### config.mk
export PLATFORM = sky130hd
export DESIGN_NAME = conv_window_feeder_flat
export DESIGN_NICKNAME = d
export VERILOG_FILES = /design/src/rtl/conv_window_feeder_if.sv /design/src/rtl/conv_window_feeder.sv /design/src/flat_wrapper.sv
export SDC_FILE = /design/constraint.sdc
export NUM_CORES = 1
export LEC_CHECK = 0
export ABC_AREA = 1
export CELL_PAD_IN_SITES_DETAIL_PLACEMENT = 0
export CELL_PAD_IN_SITES_GLOBAL_PLACEMENT = 1
export CORE_AREA = 2 2 340 342
export CTS_BUF_LIST = sky130_fd_sc_hd__clkbuf_16
export DETAILED_ROUTE_END_ITERATION = 10
export DIE_AREA = 0 0 342 344
export GPL_TIMING_DRIVEN = 0
export PLACE_DENSITY_LB_ADDON = 0.1
export SLEW_MARGIN = 15
export SYNTH_ARGS = -nofsm -noshare
export SYNTH_HDL_FRONTEND = slang
export SYNTH_SLANG_ARGS = --single-unit
### constraint.sdc
create_clock -name i_clk -period 31.9 [get_ports i_clk]
set_clock_uncertainty 0.15 [all_clocks]
set_input_delay 3.19 -clock i_clk [delete_from_list [all_inputs] [get_ports i_clk]]
set_output_delay 3.19 -clock i_clk [all_outputs]
set_load 0.01 [all_outputs]
### src/rtl/conv_window_feeder_if.sv
// Frame-stream and convolution-engine handshake bundle for conv_window_feeder.
// master drives frames/engine replies; slave is the feeder itself.
interface conv_window_feeder_if #(
  parameter int N_CH = 5,
  parameter int N_FR = 8,
  parameter int DW   = 16
);
  logic                 i_clear;
  logic                 i_valid;
  logic signed [DW-1:0] i_sample [N_CH];
  logic                 o_ready;
  logic signed [DW-1:0] o_data [N_CH*N_FR];
  logic                 o_start;
  logic                 i_finished;
  logic        [23:0]   i_weights [3];
  logic        [23:0]   o_result [3];
  logic                 o_result_valid;
  logic                 o_error;

  modport master (
    output i_clear, i_valid, i_sample, i_finished, i_weights,
    input  o_ready, o_data, o_start, o_result, o_result_valid, o_error
  );

  modport slave (
    input  i_clear, i_valid, i_sample, i_finished, i_weights,
    output o_ready, o_data, o_start, o_result, o_result_valid, o_error
  );
endinterface

### src/rtl/conv_window_feeder.sv
// Sliding 8x5 sample window feeding the convolution engine; launches one
// convolution per accepted frame once full and latches the three results.
module conv_window_feeder #(
  parameter int N_CH    = 5,
  parameter int N_FR    = 8,
  parameter int DW      = 16,
  parameter int TIMEOUT = 15
) (
  input  logic                 i_clk,
  input  logic                 i_rst_n,
  conv_window_feeder_if.slave  bus
);

  localparam int NW = N_CH * N_FR;
  localparam int FW = $clog2(N_FR + 1);
  localparam int TW = $clog2(TIMEOUT + 1);

  localparam logic [1:0] S_FILL  = 2'd0;
  localparam logic [1:0] S_START = 2'd1;
  localparam logic [1:0] S_WAIT  = 2'd2;

  logic [1:0]           state_q, state_d;
  logic [FW-1:0]        fill_q, fill_d;
  logic [TW-1:0]        tmo_q, tmo_d;
  logic signed [DW-1:0] win_q [NW];
  logic signed [DW-1:0] win_d [NW];
  logic [23:0]          result_q [3];
  logic [23:0]          result_d [3];
  logic                 start_q, start_d;
  logic                 rvld_q, rvld_d;
  logic                 err_q, err_d;

  always_comb begin
    state_d  = state_q;
    fill_d   = fill_q;
    tmo_d    = tmo_q;
    win_d    = win_q;
    result_d = result_q;
    start_d  = 1'b0;
    rvld_d   = 1'b0;
    err_d    = err_q;

    // Clear outranks everything, including a same-cycle frame or finish pulse.
    if (bus.i_clear) begin
      state_d = S_FILL;
      fill_d  = '0;
      err_d   = 1'b0;
      for (int i = 0; i < NW; i++) win_d[i] = '0;
    end else begin
      case (state_q)
        S_FILL: begin
          if (bus.i_valid) begin
            for (int i = 0; i < NW - N_CH; i++) win_d[i] = win_q[i + N_CH];
            for (int c = 0; c < N_CH; c++) win_d[NW - N_CH + c] = bus.i_sample[c];
            if (fill_q != FW'(N_FR)) fill_d = fill_q + 1'b1;
            if (fill_q >= FW'(N_FR - 1)) begin
              state_d = S_START;
              start_d = 1'b1;
            end
          end
        end
        S_START: begin
          state_d = S_WAIT;
          tmo_d   = '0;
        end
        S_WAIT: begin
          if (bus.i_finished) begin
            result_d = bus.i_weights;
            rvld_d   = 1'b1;
            state_d  = S_FILL;
          end else if (tmo_q == TW'(TIMEOUT - 1)) begin
            err_d   = 1'b1;
            state_d = S_FILL;
          end else begin
            tmo_d = tmo_q + 1'b1;
          end
        end
        default: state_d = S_FILL;
      endcase
    end
  end

  always_ff @(posedge i_clk or posedge i_rst_n) begin
    if (i_rst_n) begin
      state_q <= S_FILL;
      fill_q  <= '0;
      tmo_q   <= '0;
      start_q <= 1'b0;
      rvld_q  <= 1'b0;
      err_q   <= 1'b0;
      for (int i = 0; i < NW; i++) win_q[i] <= '0;
      for (int i = 0; i < 3; i++) result_q[i] <= '0;
    end else begin
      state_q  <= state_d;
      fill_q   <= fill_d;
      tmo_q    <= tmo_d;
      start_q  <= start_d;
      rvld_q   <= rvld_d;
      err_q    <= err_d;
      win_q    <= win_d;
      result_q <= result_d;
    end
  end

  assign bus.o_ready        = (state_q == S_FILL);
  assign bus.o_data         = win_q;
  assign bus.o_start        = start_q;
  assign bus.o_result       = result_q;
  assign bus.o_result_valid = rvld_q;
  assign bus.o_error        = err_q;

endmodule

### src/flat_wrapper.sv
// flat-port wrapper written by rule: the top's interface ports become plain ports
module conv_window_feeder_flat 
#(
  parameter int N_CH    = 5,
  parameter int N_FR    = 8,
  parameter int DW      = 16,
  parameter int TIMEOUT = 15
)
  (i_clk, i_rst_n, bus_i_clear, bus_i_valid, bus_i_sample, bus_i_finished, bus_i_weights, bus_o_ready, bus_o_data, bus_o_start, bus_o_result, bus_o_result_valid, bus_o_error);
  conv_window_feeder_if #(.N_CH(N_CH), .N_FR(N_FR), .DW(DW)) bus_i ();
  input  logic i_clk;
  input  logic i_rst_n;
  input wire logic [$bits(bus_i.i_clear)-1:0] bus_i_clear;
  input wire logic [$bits(bus_i.i_valid)-1:0] bus_i_valid;
  input wire logic [$bits(bus_i.i_sample)-1:0] bus_i_sample;
  input wire logic [$bits(bus_i.i_finished)-1:0] bus_i_finished;
  input wire logic [$bits(bus_i.i_weights)-1:0] bus_i_weights;
  output wire logic [$bits(bus_i.o_ready)-1:0] bus_o_ready;
  output wire logic [$bits(bus_i.o_data)-1:0] bus_o_data;
  output wire logic [$bits(bus_i.o_start)-1:0] bus_o_start;
  output wire logic [$bits(bus_i.o_result)-1:0] bus_o_result;
  output wire logic [$bits(bus_i.o_result_valid)-1:0] bus_o_result_valid;
  output wire logic [$bits(bus_i.o_error)-1:0] bus_o_error;
  assign bus_i.i_clear = bus_i_clear;
  assign bus_i.i_valid = bus_i_valid;
  assign bus_i.i_sample = {>>{bus_i_sample}};
  assign bus_i.i_finished = bus_i_finished;
  assign bus_i.i_weights = {>>{bus_i_weights}};
  assign bus_o_ready = bus_i.o_ready;
  assign bus_o_data = {>>{bus_i.o_data}};
  assign bus_o_start = bus_i.o_start;
  assign bus_o_result = {>>{bus_i.o_result}};
  assign bus_o_result_valid = bus_i.o_result_valid;
  assign bus_o_error = bus_i.o_error;
  conv_window_feeder #(.N_CH(N_CH), .N_FR(N_FR), .DW(DW), .TIMEOUT(TIMEOUT)) u_core (.i_clk(i_clk), .i_rst_n(i_rst_n), .bus(bus_i));
endmodule
Word-level counts from Yosys, hierarchy flattened. Cells that the tools add are included.

Bits in registers: 725. Input bits: 157. Output and inout bits: 716. Word-level logic and storage cells: 103.

$add $sub $neg: 2. Magnitude comparators: 1. Equality and inequality tests: 10. Mux-type cells: 27. Bitwise gates (word level): 1. Reduce and logical (&&, ||, !) cells: 13.

Operators with widths (count): two-way mux 640 bit (3); two-way mux 4 bit (6); AND reduction 3 bit (4); nonzero test 2 bit (6); two-way mux 1 bit (11); two-way mux 2 bit (5); adder 4 x 1 -> 4 bit, second input constant (2); one-hot mux 4 bit (2 select lines) (1); != test 2 bit, second input constant (3); one-hot mux 2 bit (3 select lines) (1); == test 4 bit, second input constant (1); >= comparator 4 x 3 -> 1 bit, second input constant (1); != test 4 x 3 -> 1 bit, second input constant (1); != test 4 bit, second input constant (1); AND reduction 4 bit (1); != test 3 x 2 -> 1 bit, second input constant (1); != test 3 bit, second input constant (1); == test 2 x 1 -> 1 bit, second input constant (1); == test 2 bit, second input constant (1); logical NOT 2 bit (1); AND reduction 2 bit (1); NOT 1 bit (1).

Logic depth before layout (Yosys ltp).
Depth after elaboration: 5. Mapped depth: 8. Mapped depth without buffers: 7.

Least setup slack after synthesis. No wires, ideal clock.

Path kind: input to register. From: input bus_i_clear. To: register u_core.win_q, in the netlist u_core.bus.o_data[175]. Arrival time: 3.911 ns. Setup slack: 27.704 ns. Cell stages on the path: 4. Cell sequence: buf_2 > buf_2 > clkbuf_1 > o31ai_1.

Word-level cells in the longest chain between the ends: 2.

RTL lines: start, declared (line flat_wrapper.sv:13) `input wire logic [$bits(bus_i.i_clear)-1:0] bus_i_clear;`; nonzero test 2 bit (no line); AND reduction 2 bit (no line); end signal, assigned (line conv_window_feeder.sv:100) `win_q <= win_d;`; end, declared (line conv_window_feeder.sv:25) `logic signed [DW-1:0] win_q [NW];`.

Parallel ways exist; a longest one is shown, timed or not. A chain may end at the register's enable or synchronous reset.

Final worst setup path.
From: input bus_i_clear. To: register u_core.win_q, in the netlist u_core.bus.o_data[272].

The elaborated chain is that of the path after synthesis.

==> flow_summary.yaml <==
timing:
  worst_slew_pin_slew_ns: 0.972
  max_freq_ghz: 0.188
  rsz0062_at_grt: "no"
  setup_viol: 0
  finalCriticalPeriod_ns: 5.32
  period_share_pct: 16.7
  fin_ws_ns: 26.58
  final.setup.tns_ns: 0
  slew_headroom_pct: 35.2
  timing.hold.ws_ns: 0.328
  hold_viol_final: 0
  report.final.slew_viol_count: 0
setup_path:
  r2r_slack_ns: 29.46
  path_depth: 8
  required_ns: 32.36
  crit_start: "bus_i_clear"
  path_cells: "clkdlybuf4s50_1, inv_2, buf_2, buf_1, nand2_1, nand2_1, nand2_1, inv_1"
  critPathMaxStageDelay_ns: 0.70
  critical_path_class: "in2reg"
  crit_arrival_ns: 5.78
  cp_num_buf_inv: 5
  worst-r2r-cell-count: 6
  crit_path_end_kind: "flop"
  crit_family: "buffers and inverters"
  r2r_start: "u_core.state_q[0]$_DFFE_PP0P_"
  start_kind: "input port"
  r2r-end: "u_core.bus.o_data[14]$_DFFE_PP0P_"
  crit_end: "u_core.bus.o_data[272]$_DFFE_PP0P_"
  critPathSlowestCell: "buf_1"
  cp_max_fo: 10
  cpMostUsedCell: "nand2_1"
drt:
  first_iter_violations: 1557
  drcViolationCount: 0
  num_vias: 26400
  ant_nets: 0
  vias_per_cell: 4.39
  drt-wirelength-per-cell_um: 24.5
  first_pass_iters: 5
  wirelength_um: 147000
cts:
  post_cts.repair.setup_buffers: 0
  worstSkewPairLatency_ns: 0.67
  cts_made_buffers: 89
  clock_path_buffers: 3
  cts_tree: "done"
  clock-root-buffer: "clkbuf_16"
  ctsResizeCount: 0
  clkTransAtPathRegs_ns: 0.06
  htree_num_levels: 3
  postCtsHoldBufs: 0
  cts.sinks: 725
synthesis:
  netlist_area_um2: 30200
  synthesis.nets: 3628
  netlist_instances: 3467
  synth.avg_cell_area_um2: 8.72
  yosysWarnings: 0
  synth_area_leader_cell: "dfrtp_1"
  synthArstFlopShare_pct: 100
  synth_top_area_share_pct: 60.0
  synth_edf_count: 0
  synth_cell_types: 28
  yosys-top-cells-area: "dfrtp_1 (60%), nand2_1 (12%), inv_1 (7.6%), o21ai_0 (5.0%), nand3_1 (4.3%)"
  ys_ff_latch: 725
  yosysSeqAreaShare_pct: 60.0
  synthTopCellsByCount: "nand2_1 (980), dfrtp_1 (725), inv_1 (611)"
  yosys_most_used_dff: "dfrtp_1"
  yosysMostFrequentCell: "nand2_1"
die:
  die_y_um: 344
  initial_utilization_pct: 26.5
  die-area_um2: 118000
  row_count: 124
  die_w_um: 342
  io_pins: 873
  coreArea_um2: 114000
place:
  place_ws_ns: 25.90
  portBuffers: 872
  place_area_um2: 41000
  dp_hpwl_um: 117000
  dp.cells: 5858
  gp_congestion: 0.830
run:
  maxCapViolCount: 0
final_layout:
  fin_cells: 6021
  nets: 4598
  area_delta_synth_final_pct: 44.7
  final_area_um2: 43700
  drive_above_1_share_pct: 6.70
  num-fill-cells: 11800
  postLayoutCoreUtil_pct: 38.4
pwr:
  power_mw: 2.29
  max-vdd-ir-drop_uv: 35.9
  p_leak_nw: 21.4
  pwr_density_cell_nw_per_um2: 52.3
outcome:
  outcome: "finished, final reports clean"
global_routing:
  grt_max_degree: 100
  grt_pass1_vias: 26500
  grt_pass1_wl_um: 205000
  antenna_found_initial: 8
  grt_usage_pct: 24.4
  globalRouteOverflowTotal: 0
worst_hold_path:
  min_path_type: "reg2reg"
## sequential cells by signal, summed over array words and instances, names as in the netlist
name and flops:
u_core.bus.o_result 72, u_core.state_q 2, u_core.tmo_q 4, u_core.bus.o_data 640, u_core.bus.o_result_valid 1, u_core.bus.o_error 1
u_core.bus.o_start 1, u_core.fill_q 4
## final cells by class
| type | count | area, um2 | share of cell area [%] |
|---|---|---|---|
| repair buffers | 879 | 8920 | 20.4 |
| multi-input cells | 1903 | 8700 | 19.9 |
| inverters | 614 | 2310 | 5.29 |
| clock buffers | 90 | 2250 | 5.15 |
| plain buffers | 225 | 1070 | 2.45 |
| clock inverters | 69 | 417 | 0.953 |
| flip-flops and latches | 725 | 18100 | 41.5 |
| well taps | 1512 | 1890 | 4.33 |
| diodes | 4 | 10.0 | 0.0229 |
## cells by family (layout without fill, tap and decap cells)
group	after synthesis	after routing	synth area share, %
DFF	725	725	60.0
xor gates and xnor gates	1	1	0.0290
other	0	4	0
buffers and inverters	839	1877	11.2
adders and majority gates	4	4	0.166
and+or+nand+nor	1373	1373	18.3
AOI/OAI and AO/OA	525	525	10.3
## worst min-delay path, stage by stage, from the launching register on
cell	delay (ns)
dfrtp_1	0.34
nand2_1	0.05
nand2_1	0.06
## worst min path at each step
| stage | startpoint | depth (start not counted) | end | slack [ns] |
|---|---|---|---|---|
| 2_1_floorplan | u_core.fill_q[3]$_DFFE_PP0P_ | 2 | u_core.fill_q[3]$_DFFE_PP0P_ | 0.35 |
| 3_3_place_gp | u_core.bus.o_result[22]$_DFFE_PP0P_ | 2 | u_core.bus.o_result[22]$_DFFE_PP0P_ | 0.31 |
| 3_5_place_dp | u_core.bus.o_result[9]$_DFFE_PP0P_ | 2 | u_core.bus.o_result[9]$_DFFE_PP0P_ | 0.31 |
| 4_1_cts | u_core.bus.o_result[45]$_DFFE_PP0P_ | 2 | u_core.bus.o_result[45]$_DFFE_PP0P_ | 0.33 |
| 5_1_grt | u_core.bus.o_result[4]$_DFFE_PP0P_ | 2 | u_core.bus.o_result[4]$_DFFE_PP0P_ | 0.34 |
| 6_report | u_core.bus.o_result[52]$_DFFE_PP0P_ | 2 | u_core.bus.o_result[52]$_DFFE_PP0P_ | 0.33 |
## per-layer routing
metal	vias up	global-route usage, %	routed length, um
met1	12800	30.7	62200
li1	12700	-	-
met2	726	41.4	71900
met5	-	0	34
met4	4	6.94	3780
met3	141	6.20	9490
## cell usage in the layout (no fill, tap or decap), types with 5 or more instances in the layout
cell type | Yosys | routed
nand2_1 | 980 | 980
clkdlybuf4s50_1 | 0 | 872
dfrtp_1 | 725 | 725
inv_1 | 611 | 632
o21ai_0 | 301 | 301
nand3_1 | 259 | 259
nor2_1 | 119 | 119
buf_2 | 103 | 103
clkbuf_16 | 0 | 90
clkbuf_1 | 88 | 88
o22ai_1 | 88 | 88
o21ai_1 | 65 | 65
o22ai_2 | 40 | 40
o31ai_1 | 30 | 30
buf_4 | 26 | 26
clkinv_1 | 0 | 23
clkinv_2 | 0 | 16
buf_1 | 7 | 7
buf_16 | 0 | 7
nor3_1 | 5 | 5
## where the power goes
part	internal, mW	switching, mW	total, mW
clock network	0.534	0.423	0.957
registers	0.964	0.0277	0.992
logic	0.133	0.204	0.337
(Power assumes the default switching activity.)
